[src/rtl/jt49_pkg.sv]
// ============================================================================
//  Module      : jt49_pkg
//  Description : Shared constants for the JT49 DC-removal filter: default
//                sample width, default averaging window and state encoding.
//  Revision    : 1.0 - initial release
// ============================================================================
`default_nettype none

package jt49_pkg;

  // Default sound width, matching the 10-bit PSG mixer output
  localparam int c_DCRM_DW    = 10;
  // Default log2 of the averaging window length
  localparam int c_DCRM_LOG2N = 4;

  // Filter state encoding
  localparam logic [0:0] c_ST_FILL = 1'b0;  // window not yet full
  localparam logic [0:0] c_ST_RUN  = 1'b1;  // window full, output settled

endpackage

`default_nettype wire

[src/rtl/jt49_dcrm_if.sv]
// ============================================================================
//  Module      : jt49_dcrm_if
//  Description : Sample-stream interface of the DC-removal filter. The master
//                drives the strobe, restart and sample; the slave returns the
//                DC-free sample and the settled flag.
//  Revision    : 1.0 - initial release
// ============================================================================
`default_nettype none

interface jt49_dcrm_if #(
  parameter int DW = 10
);
  logic                cen;
  logic                clr;
  logic [DW-1:0]       din;
  logic signed [DW:0]  dout;
  logic                settled;

  modport master (output cen, output clr, output din, input dout, input settled);
  modport slave  (input cen, input clr, input din, output dout, output settled);
endinterface

`default_nettype wire

[src/rtl/jt49_dcrm_buf.sv]
// ============================================================================
//  Module      : jt49_dcrm_buf
//  Description : Ring buffer of the averaging window. One asynchronous read
//                port and one write port share the same address, so the
//                sample leaving the window is visible in the cycle it is
//                overwritten. A broadcast write loads every entry at once.
//  Revision    : 1.0 - initial release
// ============================================================================
`default_nettype none

module jt49_dcrm_buf #(
  parameter int DW    = 10,
  parameter int LOG2N = 4
) (
  input  wire logic             clk,
  input  wire logic             clr,
  input  wire logic             we,
  input  wire logic             bcast_we,
  input  wire logic [LOG2N-1:0] addr,
  input  wire logic [DW-1:0]    wdata,
  output logic [DW-1:0]         rdata
);

  localparam int c_N = 1 << LOG2N;

  logic [DW-1:0] r_mem [c_N];

  // Oldest sample in the window, read before this cycle's write lands
  assign rdata = r_mem[addr];

  // Clear has priority over broadcast, broadcast over the single write
  always_ff @(posedge clk) begin
    if (clr) begin
      for (int i = 0; i < c_N; i++) r_mem[i] <= '0;
    end else if (bcast_we) begin
      for (int i = 0; i < c_N; i++) r_mem[i] <= wdata;
    end else if (we) begin
      r_mem[addr] <= wdata;
    end
  end

endmodule

`default_nettype wire

[src/rtl/jt49_dcrm.sv]
// ============================================================================
//  Module      : jt49_dcrm
//  Description : DC-removal filter for the JT49 PSG. Subtracts the moving
//                average of the last 2^LOG2N samples from each new sample.
//                Optional macro JT49_DCRM_SEED_EN: the first strobe after a
//                restart fills the whole window with that sample, so the
//                output starts at zero instead of with a start-up thump.
//  Revision    : 1.0 - initial release
// ============================================================================
`default_nettype none

module jt49_dcrm
  import jt49_pkg::*;
#(
  parameter int DW    = c_DCRM_DW,
  parameter int LOG2N = c_DCRM_LOG2N
) (
  input  wire logic   clk,
  input  wire logic   rst,
  jt49_dcrm_if.slave  bus
);

  localparam int c_N  = 1 << LOG2N;
  localparam int c_SW = DW + LOG2N;   // holds N*(2^DW-1) without overflow

  logic [0:0]         r_state;
  logic [0:0]         w_state_nxt;
  logic [c_SW-1:0]    r_sum;
  logic [LOG2N-1:0]   r_ptr;
  logic [LOG2N-1:0]   r_cnt;
  logic signed [DW:0] r_dout;

  logic               w_restart;
  logic               w_acc;
  logic               w_seed;
  logic               w_cnt_inc;
  logic [DW-1:0]      w_old;
  logic signed [DW:0] w_din_s;
  logic signed [DW:0] w_mean_s;

  // clr behaves like reset and wins over a concurrent strobe
  assign w_restart = rst | bus.clr;

  // Both operands are non-negative and fit DW bits, so DW+1 signed never wraps
  assign w_din_s  = signed'({1'b0, bus.din});
  assign w_mean_s = signed'({1'b0, r_sum[c_SW-1:LOG2N]});

  jt49_dcrm_buf #(
    .DW    (DW),
    .LOG2N (LOG2N)
  ) u_buf (
    .clk      (clk),
    .clr      (w_restart),
    .we       (w_acc),
    .bcast_we (w_seed),
    .addr     (r_ptr),
    .wdata    (bus.din),
    .rdata    (w_old)
  );

  // State register
  always_ff @(posedge clk) begin
    if (w_restart) r_state <= c_ST_FILL;
    else           r_state <= w_state_nxt;
  end

  // Next state: leave FILL once the window is full (or immediately when seeding)
  always_comb begin
    w_state_nxt = r_state;
    if (bus.cen && r_state == c_ST_FILL) begin
`ifdef JT49_DCRM_SEED_EN
      w_state_nxt = c_ST_RUN;
`else
      if (r_cnt == LOG2N'(c_N - 1)) w_state_nxt = c_ST_RUN;
`endif
    end
  end

  // Per-state datapath controls for a qualifying strobe
  always_comb begin
    w_acc     = 1'b0;
    w_seed    = 1'b0;
    w_cnt_inc = 1'b0;
    if (bus.cen && !w_restart) begin
      if (r_state == c_ST_FILL) begin
`ifdef JT49_DCRM_SEED_EN
        w_seed    = 1'b1;
`else
        w_acc     = 1'b1;
        w_cnt_inc = 1'b1;
`endif
      end else begin
        w_acc = 1'b1;
      end
    end
  end

  // Running sum, pointer, fill counter and output sample
  always_ff @(posedge clk) begin
    if (w_restart) begin
      r_sum  <= '0;
      r_ptr  <= '0;
      r_cnt  <= '0;
      r_dout <= '0;
    end else begin
      if (w_seed) begin
        r_sum  <= c_SW'(bus.din) << LOG2N;
        r_ptr  <= LOG2N'(1);
        r_dout <= '0;
      end else if (w_acc) begin
        r_sum  <= r_sum + c_SW'(bus.din) - c_SW'(w_old);
        r_ptr  <= r_ptr + LOG2N'(1);
        r_dout <= w_din_s - w_mean_s;
      end
      if (w_cnt_inc) r_cnt <= r_cnt + LOG2N'(1);
    end
  end

  assign bus.dout    = r_dout;
  assign bus.settled = (r_state == c_ST_RUN);

endmodule

`default_nettype wire

[src/flat_wrapper.sv]
// flat-port wrapper written by rule: the top's interface ports become plain ports
module jt49_dcrm_flat import jt49_pkg::*;
#(
  parameter int DW    = c_DCRM_DW,
  parameter int LOG2N = c_DCRM_LOG2N
)
  (clk, rst, bus_cen, bus_clr, bus_din, bus_dout, bus_settled);
  jt49_dcrm_if #(.DW(DW)) bus_i ();
  input  wire logic clk;
  input  wire logic rst;
  input wire logic [$bits(bus_i.cen)-1:0] bus_cen;
  input wire logic [$bits(bus_i.clr)-1:0] bus_clr;
  input wire logic [$bits(bus_i.din)-1:0] bus_din;
  output wire logic [$bits(bus_i.dout)-1:0] bus_dout;
  output wire logic [$bits(bus_i.settled)-1:0] bus_settled;
  assign bus_i.cen = bus_cen;
  assign bus_i.clr = bus_clr;
  assign bus_i.din = bus_din;
  assign bus_dout = bus_i.dout;
  assign bus_settled = bus_i.settled;
  jt49_dcrm #(.DW(DW), .LOG2N(LOG2N)) u_core (.clk(clk), .rst(rst), .bus(bus_i));
endmodule
[config.mk]
export PLATFORM = sky130hd
export DESIGN_NAME = jt49_dcrm_flat
export DESIGN_NICKNAME = d
export VERILOG_FILES = /design/src/rtl/jt49_pkg.sv /design/src/rtl/jt49_dcrm_if.sv /design/src/rtl/jt49_dcrm_buf.sv /design/src/rtl/jt49_dcrm.sv /design/src/flat_wrapper.sv
export SDC_FILE = /design/constraint.sdc
export NUM_CORES = 1
export LEC_CHECK = 0
export ABC_AREA = 1
export BUFFER_PORTS_ARGS = -buffer_cell sky130_fd_sc_hd__buf_2
export CAP_MARGIN = 30
export CORE_ASPECT_RATIO = 1.2
export CORE_UTILIZATION = 50
export CTS_BUF_LIST = sky130_fd_sc_hd__clkbuf_2
export DETAILED_ROUTE_END_ITERATION = 10
export PLACE_DENSITY = 0.66
export SYNTH_ARGS = -nofsm -noshare
export SYNTH_HDL_FRONTEND = slang
export SYNTH_SLANG_ARGS = --single-unit
[constraint.sdc]
create_clock -name clk -period 7.43 [get_ports clk]
set_clock_uncertainty 0.2 [all_clocks]
set_input_delay 2.229 -clock clk [delete_from_list [all_inputs] [get_ports clk]]
set_output_delay 2.229 -clock clk [all_outputs]
set_load 0.005 [all_outputs]
* After elaboration in Yosys (flattened, before gate mapping)
Memories as Yosys holds them, arrays and structs flattened. A register that Yosys moved wholly into a read port is not among the register bits.
Cells that the tools add are included.
** Storage, ports and cells
- Latch bits :: 0
- Register bits after elaboration :: 34
- Input port bits :: 14
- Memory bits (read-only) :: 0
- Output and inout port bits :: 12
- Logic and storage cells :: 32
- Memory bits (writable) :: 160
- Memories :: 1
** Operators by class
- Reductions and logical operators :: 5
- Mux-type cells :: 13
- Multiply operators :: 0
- $add $sub $neg :: 5
- Magnitude comparators :: 0
- Shift operators :: 0
- Div/mod/pow operators :: 0
- Eq/ne operators :: 1
- Bitwise gates (word level) :: 2
** Memories
- u_core.u_buf.r_mem :: words 16, width 10, read ports 1, clocked after memory_dff 1, write ports 16, RTL line jt49_dcrm_buf.sv:26 : logic [DW-1:0] r_mem [c_N];
** Operators by type and width (count)
- 14-bit by 10-bit adder with 14-bit output :: 1
- 14-bit by 10-bit subtractor with 14-bit output :: 1
- 4-bit 2-to-1 mux :: 3
- 10-bit by 10-bit subtractor with 11-bit output :: 1
- 10-bit 2-to-1 mux :: 1
- 10-bit OR reduction :: 1
- 1-bit 2-to-1 mux :: 9
- 4-bit by 1-bit adder with 4-bit output, second input constant :: 2
- 4-bit equality test, second input constant :: 1
- 1-bit logical AND :: 2
- 2-bit AND reduction :: 1
- 1-bit logical NOT :: 1
- 1-bit inverter :: 1
- 1-bit OR :: 1

* Logic depth before layout (Yosys ltp)
- Depth after elaboration :: 9
- Depth in mapped cells :: 22
- Gate-level depth less buffers :: 20

* Modules after synthesis
Synthesis repeated with hierarchy kept, for this count alone.
** Unflattened totals
- Cells, all modules :: 1274
- Area, all modules :: 10491.3 µm²
** By module, submodules not included
- jt49_dcrm_buf :: times used 1, seq. area each 4804.6 µm², cells each 832, area an instance 7668.6 µm²
- jt49_dcrm :: times used 1, seq. area each 680.7 µm², cells each 442, area an instance 2822.7 µm²

* Least setup slack after synthesis
No wires, ideal clock.
- Kind :: input -> register
- Start point :: input bus_din[1]
- End point :: register u_core.r_sum[12]
- Buffers on the path :: 1
- Library setup time :: 109 ps
- Cell stages on the path :: 12
- Path slack :: 2839 ps
- Arrival time :: 4282 ps
- Data required time :: 7121 ps
- Path through :: clkinv_1 -> buf_1 -> fa_1 -> fa_1 -> inv_1 -> nand3_1 -> nand3_1 -> nand3_1 -> nand4_1 -> nand3_1 -> nand2_1 -> inv_1
** On the way
- Longest elaborated chain between the ends :: 2
** Ends and longest elaborated chain
- start, declared :: RTL line flat_wrapper.sv:13 : input wire logic [$bits(bus_i.din)-1:0] bus_din;
- 14-bit by 10-bit adder with 14-bit output :: RTL line jt49_dcrm.sv:111 : r_sum <= r_sum + c_SW'(bus.din) - c_SW'(w_old);
- 14-bit by 10-bit subtractor with 14-bit output :: RTL line jt49_dcrm.sv:111
- end signal, assigned :: RTL line jt49_dcrm.sv:107 : r_sum <= c_SW'(bus.din) << LOG2N;
- end signal, assigned :: RTL line jt49_dcrm.sv:111
- end, declared :: RTL line jt49_dcrm.sv:28 : logic [c_SW-1:0] r_sum;
Every way passes these cells.
A chain may end at the register's enable or synchronous reset.

==> flow_summary.ini <==
[global_route]
overflow = 0
grt_pass1_vias = 7117
grt_use_total_pct = 24.74
grt_pass1_wl_um = 38440
grt_max_degree = 83
antenna_found_initial = 1

[worst_setup_path]
r2r_slack_ns = 2.78
critPathArrivalTime_ns = 5.17
cp.buffers_inverters = 6
cpLargestDelayFamily = buffers and inverters
rr_worst_depth = 19
r2r-end = u_core.r_sum[12]
slowest_delay_ns = 0.62
start_kind = register
crit_chain = buf_4, inv_4, o21ai_0, o22ai_1, o211ai_1, nand2_1, ha_1, inv_1, ha_1, inv_1, fa_1, inv_1, nand3_1, nand3_1, nand3_1, nand4_1, nand3_1, nand2_1, inv_1
criticalPathCategory = reg -> reg
end_kind = register
critPathSlowestCell = buf_4
path_max_fanout = 82
crit_required_ns = 7.95

[power]
pwr-share-clk_pct = 24.5
leakagePower_uw = 0.004444
irDropWorstVdd_v = 0.00009258
powerDensity_nw_per_um2 = 215.0
switching_share_pct = 31.19
comb_power_share_pct = 19.4
p_seq_share_pct = 56.1
p_switching_uw = 701.5
intPower_uw = 1547

[job]
max_cap_viol_count = 0

[floorplanning]
die_h_um = 157.5
die_area_um2 = 20720
num_io_pins = 26
core_area_um2 = 19620
die_width_um = 131.6
initial_core_util_pct = 51.35
fp-row-count = 56

[logic_synthesis]
synthCells = 1092
ys_seq_elements = 198
syn_nets = 1146
syn-mean-instance-area_um2 = 9.225
synth_edf_count = 160
synthArstFlopShare_pct = 0
yosys_warnings = 0
ys.flop_type = edfxtp_1
yosysSeqAreaShare_pct = 55.25
syn_area_um2 = 10070
synth.distinct_cells = 39

[routing]
wl_met1_um = 10260
firstDrtPassIters = 5
drc = 0
postRouteAntennaNets = 0
routed_via_density = 5.546
dr_wl_met2_um = 12330
wire_per_inst_um = 18.30
drt_iter0_drc = 720
vias = 7482
wl_met3_um = 1160
wl_um = 24690
top_layer = met4

[placed_design]
numPortBuffers = 25
hpwl_um = 16270
placed_cells = 1316
gp_congestion = 0.9349

[clocking]
clk_pin_slew_worst_paths_ns = 0.28
clockRootBuffer = clkbuf_2
cts_sinks = 198
clock_path_buffers = 2
ctsHoldBuffers = 0
cts_resized = 0
htreeDepth = 4
clk-insertion-delay-late_ns = 0.81
cts_tree = built
postCtsSetupBuffers = 0
cts_buffers = 17

[timing]
period_share_pct = 62.60
fmax_mhz = 215.0
tns_ns = 0
slew-limit-headroom_pct = 42.17
fin_crit_ns = 4.651
hold_viol_final = 0
rsz0062_at_grt = no
slew_viol_final = 0
tightest_slew_ns = 0.8665
setup_viol = 0

[finish]
stdcell_count = 1349
drive_above_1_share_pct = 8.648
final_common_cell = nor2_1
layout.nets = 1128
layout_common_cells = nor2_1 (254), edfxtp_1 (160), nand2_1 (137)
synthToLayoutAreaGrowth_pct = 3.851

[hold_path]
hp-start = u_core.r_sum[0]
hold-path-cell-count = 2
worstHoldPathType = reg -> reg
min_to = u_core.r_sum[0]

[status]
status = finished clean
-- worst max path at each step --
stage               start               end  cells past startpoint
2_1_floorplan  bus_din[1]  u_core.r_sum[12]                     12
3_3_place_gp   bus_din[5]   u_core.r_sum[6]                     12
3_5_place_dp   bus_din[5]   u_core.r_sum[7]                     12
4_1_cts          register  u_core.r_sum[12]                     19
5_1_grt          register  u_core.r_sum[12]                     20
6_report         register  u_core.r_sum[12]                     19
-- registers in the layout, summed over array words and instances, names as in the netlist, named ones only --
| signal | count |
|---|---|
| u_core.r_sum | 14 |
| u_core.bus.dout | 11 |
| u_core.r_cnt | 4 |
| u_core.r_ptr | 4 |
| u_core.bus.settled | 1 |
| u_core.u_buf.r_mem | 160 |
-- stage by stage --
stage	total power (uW)	instance area [um2]	utilization, %	setup slack [ns]	hold WS, ns
after CTS	2251	10460	53.31	2.892	0.2911
final	2249	10460	53.32	2.779	0.2878
after global placement	1712	10210	52.03	2.236	0.2641
after global routing	2345	10460	53.32	2.482	0.3193
after detailed placement	1718	10210	52.03	2.182	0.2617
after floorplan	1600	10070	-	2.839	0.2403
-- cell families after synthesis --
group / count (synthesis) / synth area share, %
simple gates: 474 / 19.30
flops: 198 / 55.25
compound gates: 192 / 11.24
buf+inv: 180 / 7.726
fa+ha+maj: 40 / 5.788
xor+xnor: 8 / 0.6956
-- layer usage --
metal | track usage [%] | up-vias
met5 | 0 | -
met4 | 12.51 | 0
met3 | 3.092 | 48
met2 | 43.26 | 253
met1 | 30.25 | 3560
li1 | - | 3621
-- synth_stat cells, types with 3 or more instances --
master    count  area [um2]
o22ai_1      10       62.56
o221ai_1     27       236.5
o211ai_1     14       105.1
inv_2         4       15.01
a21oi_1      31       155.2
fa_1         11       220.2
or2_2         3       18.77
dfxtp_1      38       760.7
edfxtp_1    160        4805
clkinv_1      9       33.78
buf_1        10       37.54
clkbuf_1      8       30.03
nand3_1      50       250.2
o21ai_1       6       30.03
nor2_4        3       33.78
xnor2_1       3       26.28
clkbuf_2      3       15.01
xor2_1        5       43.79
inv_1       100       375.4
nand4_1       5       31.28
ha_1         29       362.9
a211oi_1      4       30.03
nor2_1      254       953.4
nand2_1     137       514.2
o21ai_0      95       475.5
buf_6         6       67.56
nor2_2       18       112.6
buf_2        38       190.2
-- power groups by stage --
stage / logic (uW) / clock network [uW] / registers [uW]
after global placement: 429 / 0 / 1280
final: 436 / 552 / 1260
after detailed placement: 434 / 0 / 1280
after floorplan: 320 / 0 / 1280
after global routing: 488 / 590 / 1270
after CTS: 435 / 556 / 1260
-- tightest hold or removal path, stage by stage (launching register included) --
cell	delay, ns
dfxtp_1	0.35
inv_1	0.06
a211oi_1	0.06
-- cell type report --
class                      instances  area (um2)
fill                            1810        9158
sequential                       198        5567
multi-input combinational        714        3730
inverter                         114       430.4
tap                              261       326.6
clock inverter                    15       165.2
timing repair buffer              29       155.1
clock buffer                      17       85.08
antenna                            1       2.502
Power figures use the tool's default switching activity.
